File: src/rtl/mouse_cursor_tracker_pkg.sv
// Shared definitions for the mouse cursor tracker: widths, default extents,
// FSM state encoding, packet record and sign/zero-extension helpers.
package mouse_cursor_tracker_pkg;

    localparam int unsigned DELTA_W = 9;
    localparam int unsigned COORD_W = 10;
    localparam int unsigned SUM_W   = 12;

    localparam int unsigned X_MAX_DEFAULT = 639;
    localparam int unsigned Y_MAX_DEFAULT = 479;

    localparam logic [1:0] ST_IDLE   = 2'd0;
    localparam logic [1:0] ST_SUM    = 2'd1;
    localparam logic [1:0] ST_CLAMP  = 2'd2;
    localparam logic [1:0] ST_COMMIT = 2'd3;

    typedef struct packed {
        logic [DELTA_W-1:0] dx;
        logic [DELTA_W-1:0] dy;
        logic [2:0]         btn;
    } packet_t;

    function automatic logic signed [SUM_W-1:0] sext_delta(input logic [DELTA_W-1:0] d);
        return {{(SUM_W-DELTA_W){d[DELTA_W-1]}}, d};
    endfunction

    function automatic logic signed [SUM_W-1:0] zext_coord(input logic [COORD_W-1:0] c);
        return {{(SUM_W-COORD_W){1'b0}}, c};
    endfunction

endpackage

File: src/rtl/mouse_cursor_tracker_clamp.sv
// cursor_clamp: combinational saturation of one signed cursor axis into
// the range 0..MAX.
module cursor_clamp
    import mouse_cursor_tracker_pkg::*;
#(
    parameter int unsigned MAX = X_MAX_DEFAULT
) (
    input  logic signed [SUM_W-1:0]   value,
    output logic        [COORD_W-1:0] result
);

    localparam logic signed [SUM_W-1:0] MAX_S = SUM_W'(MAX);
    localparam logic [COORD_W-1:0]      MAX_C = COORD_W'(MAX);

    always_comb begin
        if (value[SUM_W-1]) begin
            result = '0;
        end else if (value > MAX_S) begin
            result = MAX_C;
        end else begin
            result = value[COORD_W-1:0];
        end
    end

endmodule

File: src/rtl/mouse_cursor_tracker.sv
// Mouse cursor tracker: accumulates mouse packet deltas into a clamped screen
// position. Define CURSOR_FRAME_SYNC_EN to defer commits to frame_start.
module mouse_cursor_tracker
    import mouse_cursor_tracker_pkg::*;
#(
    parameter int unsigned X_MAX  = X_MAX_DEFAULT,
    parameter int unsigned Y_MAX  = Y_MAX_DEFAULT,
    parameter int unsigned X_INIT = 320,
    parameter int unsigned Y_INIT = 240
) (
    input  logic               CLK,
    input  logic               RST,
    input  logic [DELTA_W-1:0] xm,
    input  logic [DELTA_W-1:0] ym,
    input  logic [2:0]         btnm,
    input  logic               m_done_tick,
    input  logic               frame_start,
    output logic [COORD_W-1:0] cur_x,
    output logic [COORD_W-1:0] cur_y,
    output logic [2:0]         btn,
    output logic               pos_tick,
    output logic               click_tick,
    output logic               overrun
);

    logic [1:0]               state;
    packet_t                  in_pkt;
    packet_t                  cap;
    packet_t                  pend;
    logic                     pend_valid;
    logic                     loaded;
    logic signed [SUM_W-1:0]  sum_x;
    logic signed [SUM_W-1:0]  sum_y;
    logic [COORD_W-1:0]       clamp_x;
    logic [COORD_W-1:0]       clamp_y;

    logic clamp_fire;
    logic wait_fire;
    logic load_now;
    logic commit_exit;
    logic busy_tick;
    logic direct_take;
    logic pend_write;
    logic pend_clear;
    logic drop;

`ifdef CURSOR_FRAME_SYNC_EN
    assign clamp_fire = frame_start;
    assign wait_fire  = frame_start;
`else
    logic unused_frame_start;
    assign clamp_fire         = 1'b1;
    assign wait_fire          = 1'b0;
    assign unused_frame_start = frame_start;
`endif

    assign in_pkt = {xm, ym, btnm};

    cursor_clamp #(.MAX(X_MAX)) u_clamp_x (
        .value  (sum_x),
        .result (clamp_x)
    );

    cursor_clamp #(.MAX(Y_MAX)) u_clamp_y (
        .value  (sum_y),
        .result (clamp_y)
    );

    // Outputs load at the edge leaving CLAMP (or on the awaited frame_start),
    // so the COMMIT cycle already shows the new position with pos_tick high.
    always_comb begin
        load_now    = ((state == ST_CLAMP) && clamp_fire) ||
                      ((state == ST_COMMIT) && !loaded && wait_fire);
        commit_exit = (state == ST_COMMIT) && (loaded || wait_fire);
        busy_tick   = m_done_tick && (state != ST_IDLE);
        direct_take = commit_exit && m_done_tick && !pend_valid;
        pend_write  = busy_tick && !direct_take && (!pend_valid || commit_exit);
        pend_clear  = commit_exit && pend_valid && !m_done_tick;
        drop        = busy_tick && pend_valid && !commit_exit;
    end

    // A slot freed by COMMIT exit may be refilled in the same cycle.
    always_ff @(posedge CLK or negedge RST) begin
        if (!RST) begin
            state      <= ST_IDLE;
            cap        <= '0;
            pend       <= '0;
            pend_valid <= 1'b0;
            loaded     <= 1'b0;
            sum_x      <= '0;
            sum_y      <= '0;
            overrun    <= 1'b0;
        end else begin
            if (pend_write) begin
                pend       <= in_pkt;
                pend_valid <= 1'b1;
            end else if (pend_clear) begin
                pend_valid <= 1'b0;
            end
            if (drop) begin
                overrun <= 1'b1;
            end
            case (state)
                ST_IDLE: begin
                    if (m_done_tick) begin
                        cap   <= in_pkt;
                        state <= ST_SUM;
                    end
                end
                ST_SUM: begin
                    sum_x <= zext_coord(cur_x) + sext_delta(cap.dx);
                    sum_y <= zext_coord(cur_y) - sext_delta(cap.dy);
                    state <= ST_CLAMP;
                end
                ST_CLAMP: begin
                    loaded <= clamp_fire;
                    state  <= ST_COMMIT;
                end
                ST_COMMIT: begin
                    if (commit_exit) begin
                        if (pend_valid) begin
                            cap   <= pend;
                            state <= ST_SUM;
                        end else if (m_done_tick) begin
                            cap   <= in_pkt;
                            state <= ST_SUM;
                        end else begin
                            state <= ST_IDLE;
                        end
                    end
                end
                default: state <= ST_IDLE;
            endcase
        end
    end

    always_ff @(posedge CLK or negedge RST) begin
        if (!RST) begin
            cur_x      <= COORD_W'(X_INIT);
            cur_y      <= COORD_W'(Y_INIT);
            btn        <= '0;
            pos_tick   <= 1'b0;
            click_tick <= 1'b0;
        end else begin
            pos_tick   <= load_now;
            click_tick <= load_now && cap.btn[0] && !btn[0];
            if (load_now) begin
                cur_x <= clamp_x;
                cur_y <= clamp_y;
                btn   <= cap.btn;
            end
        end
    end

endmodule

File: config.mk
export PLATFORM = sky130hd
export DESIGN_NAME = mouse_cursor_tracker
export DESIGN_NICKNAME = d
export VERILOG_FILES = /design/src/rtl/mouse_cursor_tracker_pkg.sv /design/src/rtl/mouse_cursor_tracker_clamp.sv /design/src/rtl/mouse_cursor_tracker.sv
export SDC_FILE = /design/constraint.sdc
export NUM_CORES = 1
export LEC_CHECK = 0
export CAP_MARGIN = 20
export CORE_ASPECT_RATIO = 1.75
export CORE_MARGIN = 8
export CORE_UTILIZATION = 41
export CTS_CLUSTER_DIAMETER = 150
export DETAILED_ROUTE_END_ITERATION = 16
export HOLD_SLACK_MARGIN = 0.05
export PLACE_DENSITY = 0.63
export RECOVER_POWER = 25
export SLEW_MARGIN = 20
export SYNTH_ARGS = -nofsm -noshare
export SYNTH_HDL_FRONTEND = slang
export SYNTH_SLANG_ARGS = --single-unit
File: constraint.sdc
create_clock -name CLK -period 2.5 [get_ports CLK]
set_input_delay 0.625 -clock CLK [delete_from_list [all_inputs] [get_ports CLK]]
set_output_delay 0.625 -clock CLK [all_outputs]
set_load 0.02 [all_outputs]
==> results.sh <==
export IMPL_num_vias=3658
export IMPL_worstReg2RegStart="cur_x[0]"
export IMPL_clock_sinks=96
export IMPL_synth_edf_count=0
export IMPL_multiInputGateArea_mm2=0.00231
export IMPL_yosysWarningCount=0
export IMPL_grt_max_degree=47
export IMPL_core_mm2=0.0119
export IMPL_r2r_slack_ns=0.22
export IMPL_drc_errors=0
export IMPL_clk_path_buf_depth=2
export IMPL_power_mw=9.55
export IMPL_setup_viol=0
export IMPL_crit_required_ns=2.75
export IMPL_cts_root_buffer="clkbuf_16"
export IMPL_die_h_um=161
export IMPL_cp_end_kind="flop"
export IMPL_clockPowerShare_pct=15.4
export IMPL_antenna_left=0
export IMPL_finalWeightedCongestion=0.874
export IMPL_max_cap_viol_count=0
export IMPL_outcome="complete, no violations"
export IMPL_min_to="click_tick"
export IMPL_fmax_mhz=439
export IMPL_finClkSkew_ns=0.00722
export IMPL_cts_buffers=9
export IMPL_seq_area_frac_synth_pct=49.1
export IMPL_die_area_mm2=0.0159
export IMPL_p_comb_share_pct=53.5
export IMPL_ir_drop_uv=718
export IMPL_leakagePower_nw=2.55
export IMPL_synth_cells=469
export IMPL_final_max_slew_viol_count=0
export IMPL_synth_cell_type_count=48
export IMPL_drive_gt1_share_pct=17.0
export IMPL_n_antenna_cell=0
export IMPL_synth_area_mm2=0.00491
export IMPL_wl_per_cell_um=16.5
export IMPL_finalNetCount=570
export IMPL_ys_flop_type="dfrtp_1"
export IMPL_hold_path_depth=1
export IMPL_grt_use_total_pct=14.2
export IMPL_drt_iter0_drc=159
export IMPL_min_period_over_period_pct=91.1
export IMPL_timing_hold_violations_final=0
export IMPL_viasPerCell=5.55
export IMPL_cts_resized=0
export IMPL_htree_levels=3
export IMPL_initial_core_util_pct=41.3
export IMPL_startpoint_type="flop"
export IMPL_crit_type="reg2reg"
export IMPL_worstMarginPinSlew_ns=1.14
export IMPL_path_max_fanout=3
export IMPL_synth_async_sr_flop_share_pct=100
export IMPL_worstReg2RegEnd="sum_x[10]"
export IMPL_area_growth_pct=20.0
export IMPL_power_density_mw_per_mm2=1620
export IMPL_cp_arrival_ns=2.53
export IMPL_cts_setup_buffers=0
export IMPL_cts_tree="done"
export IMPL_p_int_mw=5.68
export IMPL_hold_path_class="reg2reg"
export IMPL_grt_pass1_vias=3728
export IMPL_period_minus_slack_ns=2.28
export IMPL_clk_latency_ns=0.34
export IMPL_antenna_found_initial=0
export IMPL_drt_total_wl_um=10800
export IMPL_io_pins=51
export IMPL_r2r_cells=7
export IMPL_ys_ff_latch=96
export IMPL_syn_nets=522
export IMPL_ctsHoldBuffers=0
export IMPL_grt_setup_unrepaired="false"
export IMPL_regArea_mm2=0.00241
export IMPL_relSlewSlack_pct=23.8
export IMPL_row_count=53
export IMPL_grt_pass1_wl_um=18200
export IMPL_fill_cells=1079
export IMPL_fp_dieW_um=98.7
export IMPL_overflow=0
export IMPL_fin_setup_tns_ns=0
export IMPL_min_from="btn[0]"
export IMPL_cts_reportedPaths_clkPinSlew_ns=0.07
export IMPL_avgSynthCellArea_um2=10.5
export IMPL_io_buffer_count=49
export IMPL_p_seq_share_pct=31.1
export IMPL_p_sw_share_pct=40.5
export IMPL_switching_power_mw=3.86
export IMPL_hpwl_um=7960
export IMPL_first_pass_iters=4
==> critical path: stages, from the launching register on <==
cell,delay [ns]
dfrtp_1,0.40
ha_1,0.25
fa_1,0.45
a211oi_2,0.26
o21ai_1,0.15
and3_1,0.20
o31a_1,0.23
o31ai_1,0.24
==> cell usage after synthesis (3+ instances only) <==
| master | count | area, µm² |
|---|---|---|
| nand2_1 | 17 | 63.8 |
| o21ai_0 | 12 | 60.1 |
| mux2i_1 | 4 | 40.0 |
| a21oi_1 | 39 | 195 |
| mux2_2 | 49 | 552 |
| dfstp_2 | 6 | 158 |
| dfrtp_1 | 90 | 2250 |
| or2_2 | 3 | 18.8 |
| nand3_1 | 8 | 40.0 |
| nor3_1 | 4 | 20.0 |
| inv_1 | 25 | 93.8 |
| a211oi_1 | 5 | 37.5 |
| nand2b_1 | 3 | 18.8 |
| xnor2_1 | 9 | 78.8 |
| a31oi_1 | 7 | 43.8 |
| a21o_1 | 9 | 67.6 |
| xor2_1 | 3 | 26.3 |
| ha_1 | 26 | 325 |
| nor2_1 | 66 | 248 |
| clkbuf_1 | 19 | 71.3 |
| buf_2 | 4 | 20.0 |
| o21bai_1 | 4 | 30.0 |
| o22ai_1 | 24 | 150 |
==> layout by cell type, fill, tap and decap left out, drive strengths merged, types with 11 or more instances in the layout <==
cell type / count
a21oi: 39
buf: 11
clkbuf: 11
clkdlybuf4s50: 48
dfrtp: 90
ha: 26
inv: 26
mux2: 50
nand2: 17
nor2: 66
o21ai: 15
o22ai: 24
==> stage by stage <==
step / std cells / hold WS [ns] / utilization [%] / area (µm²) / setup slack, ns
after global placement: 643 / 0.434 / 46.9 / 5570 / 0.291
after CTS: 659 / 0.154 / 49.6 / 5890 / 0.211
after detailed placement: 643 / 0.463 / 46.9 / 5570 / 0.228
after global routing: 659 / 0.494 / 49.6 / 5890 / 0.0794
final: 659 / 0.465 / 49.6 / 5890 / 0.223
after floorplan: 469 / 0.329 / - / 4910 / 0.313
==> worst max-delay path by stage <==
stage,start,endpoint,slack [ns],cells after the start
6_report,cur_x[0],sum_x[10],0.22,7
5_1_grt,cur_x[0],sum_x[10],0.08,7
4_1_cts,cur_x[0],sum_x[10],0.21,7
3_5_place_dp,cur_x[0],sum_x[10],0.23,7
3_3_place_gp,cur_x[0],sum_x[10],0.29,7
2_1_floorplan,cur_x[0],sum_x[10],0.31,7
==> logic make-up after synthesis <==
family	after synthesis	share of synthesized area, %
AO/OA/AOI/OAI	121	15.5
AND/OR/NAND/NOR	110	9.71
flip-flops	96	49.1
multiplexers	54	12.4
buffers and inverters	48	3.77
adder cells (fa/ha/maj)	28	7.45
XOR/XNOR	12	2.14
==> flip-flops by register name, indices dropped and copies added (netlist names) <==
register / count
sum_x: 12
pos_tick: 1
cur_x: 10
click_tick: 1
cur_y: 10
sum_y: 12
pend: 21
overrun: 1
loaded: 1
pend_valid: 1
cap: 21
btn: 3
state: 2
==> area by class of cell <==
| class | instances | area share (%) |
|---|---|---|
| Multi-Input combinational cell | 325 | 39.3 |
| Clock inverter | 6 | 1.55 |
| Sequential cell | 96 | 40.9 |
| Clock buffer | 10 | 3.89 |
| Inverter | 25 | 1.59 |
| Tap cell | 137 | 2.91 |
| Timing Repair Buffer | 60 | 9.84 |
==> power groups by stage <==
| stage | clock network [mW] | registers, mW | logic (mW) |
|---|---|---|---|
| 3_5_place_dp | 0 | 3.01 | 5.10 |
| 6_report | 1.47 | 2.97 | 5.11 |
| 3_3_place_gp | 0 | 2.96 | 4.98 |
| 5_1_grt | 1.57 | 3.09 | 5.63 |
| 4_1_cts | 1.51 | 2.98 | 5.13 |
| 2_1_floorplan | 0 | 3.02 | 3.61 |
==> layer usage <==
layer	wire (µm)	vias to the layer above	global-route usage, %
met5	0	-	0
li1	-	1768	-
met4	275	0	6.54
met3	394	20	3.16
met1	4520	1794	16.1
met2	5650	76	24.6
Power figures use the tool's default switching activity.
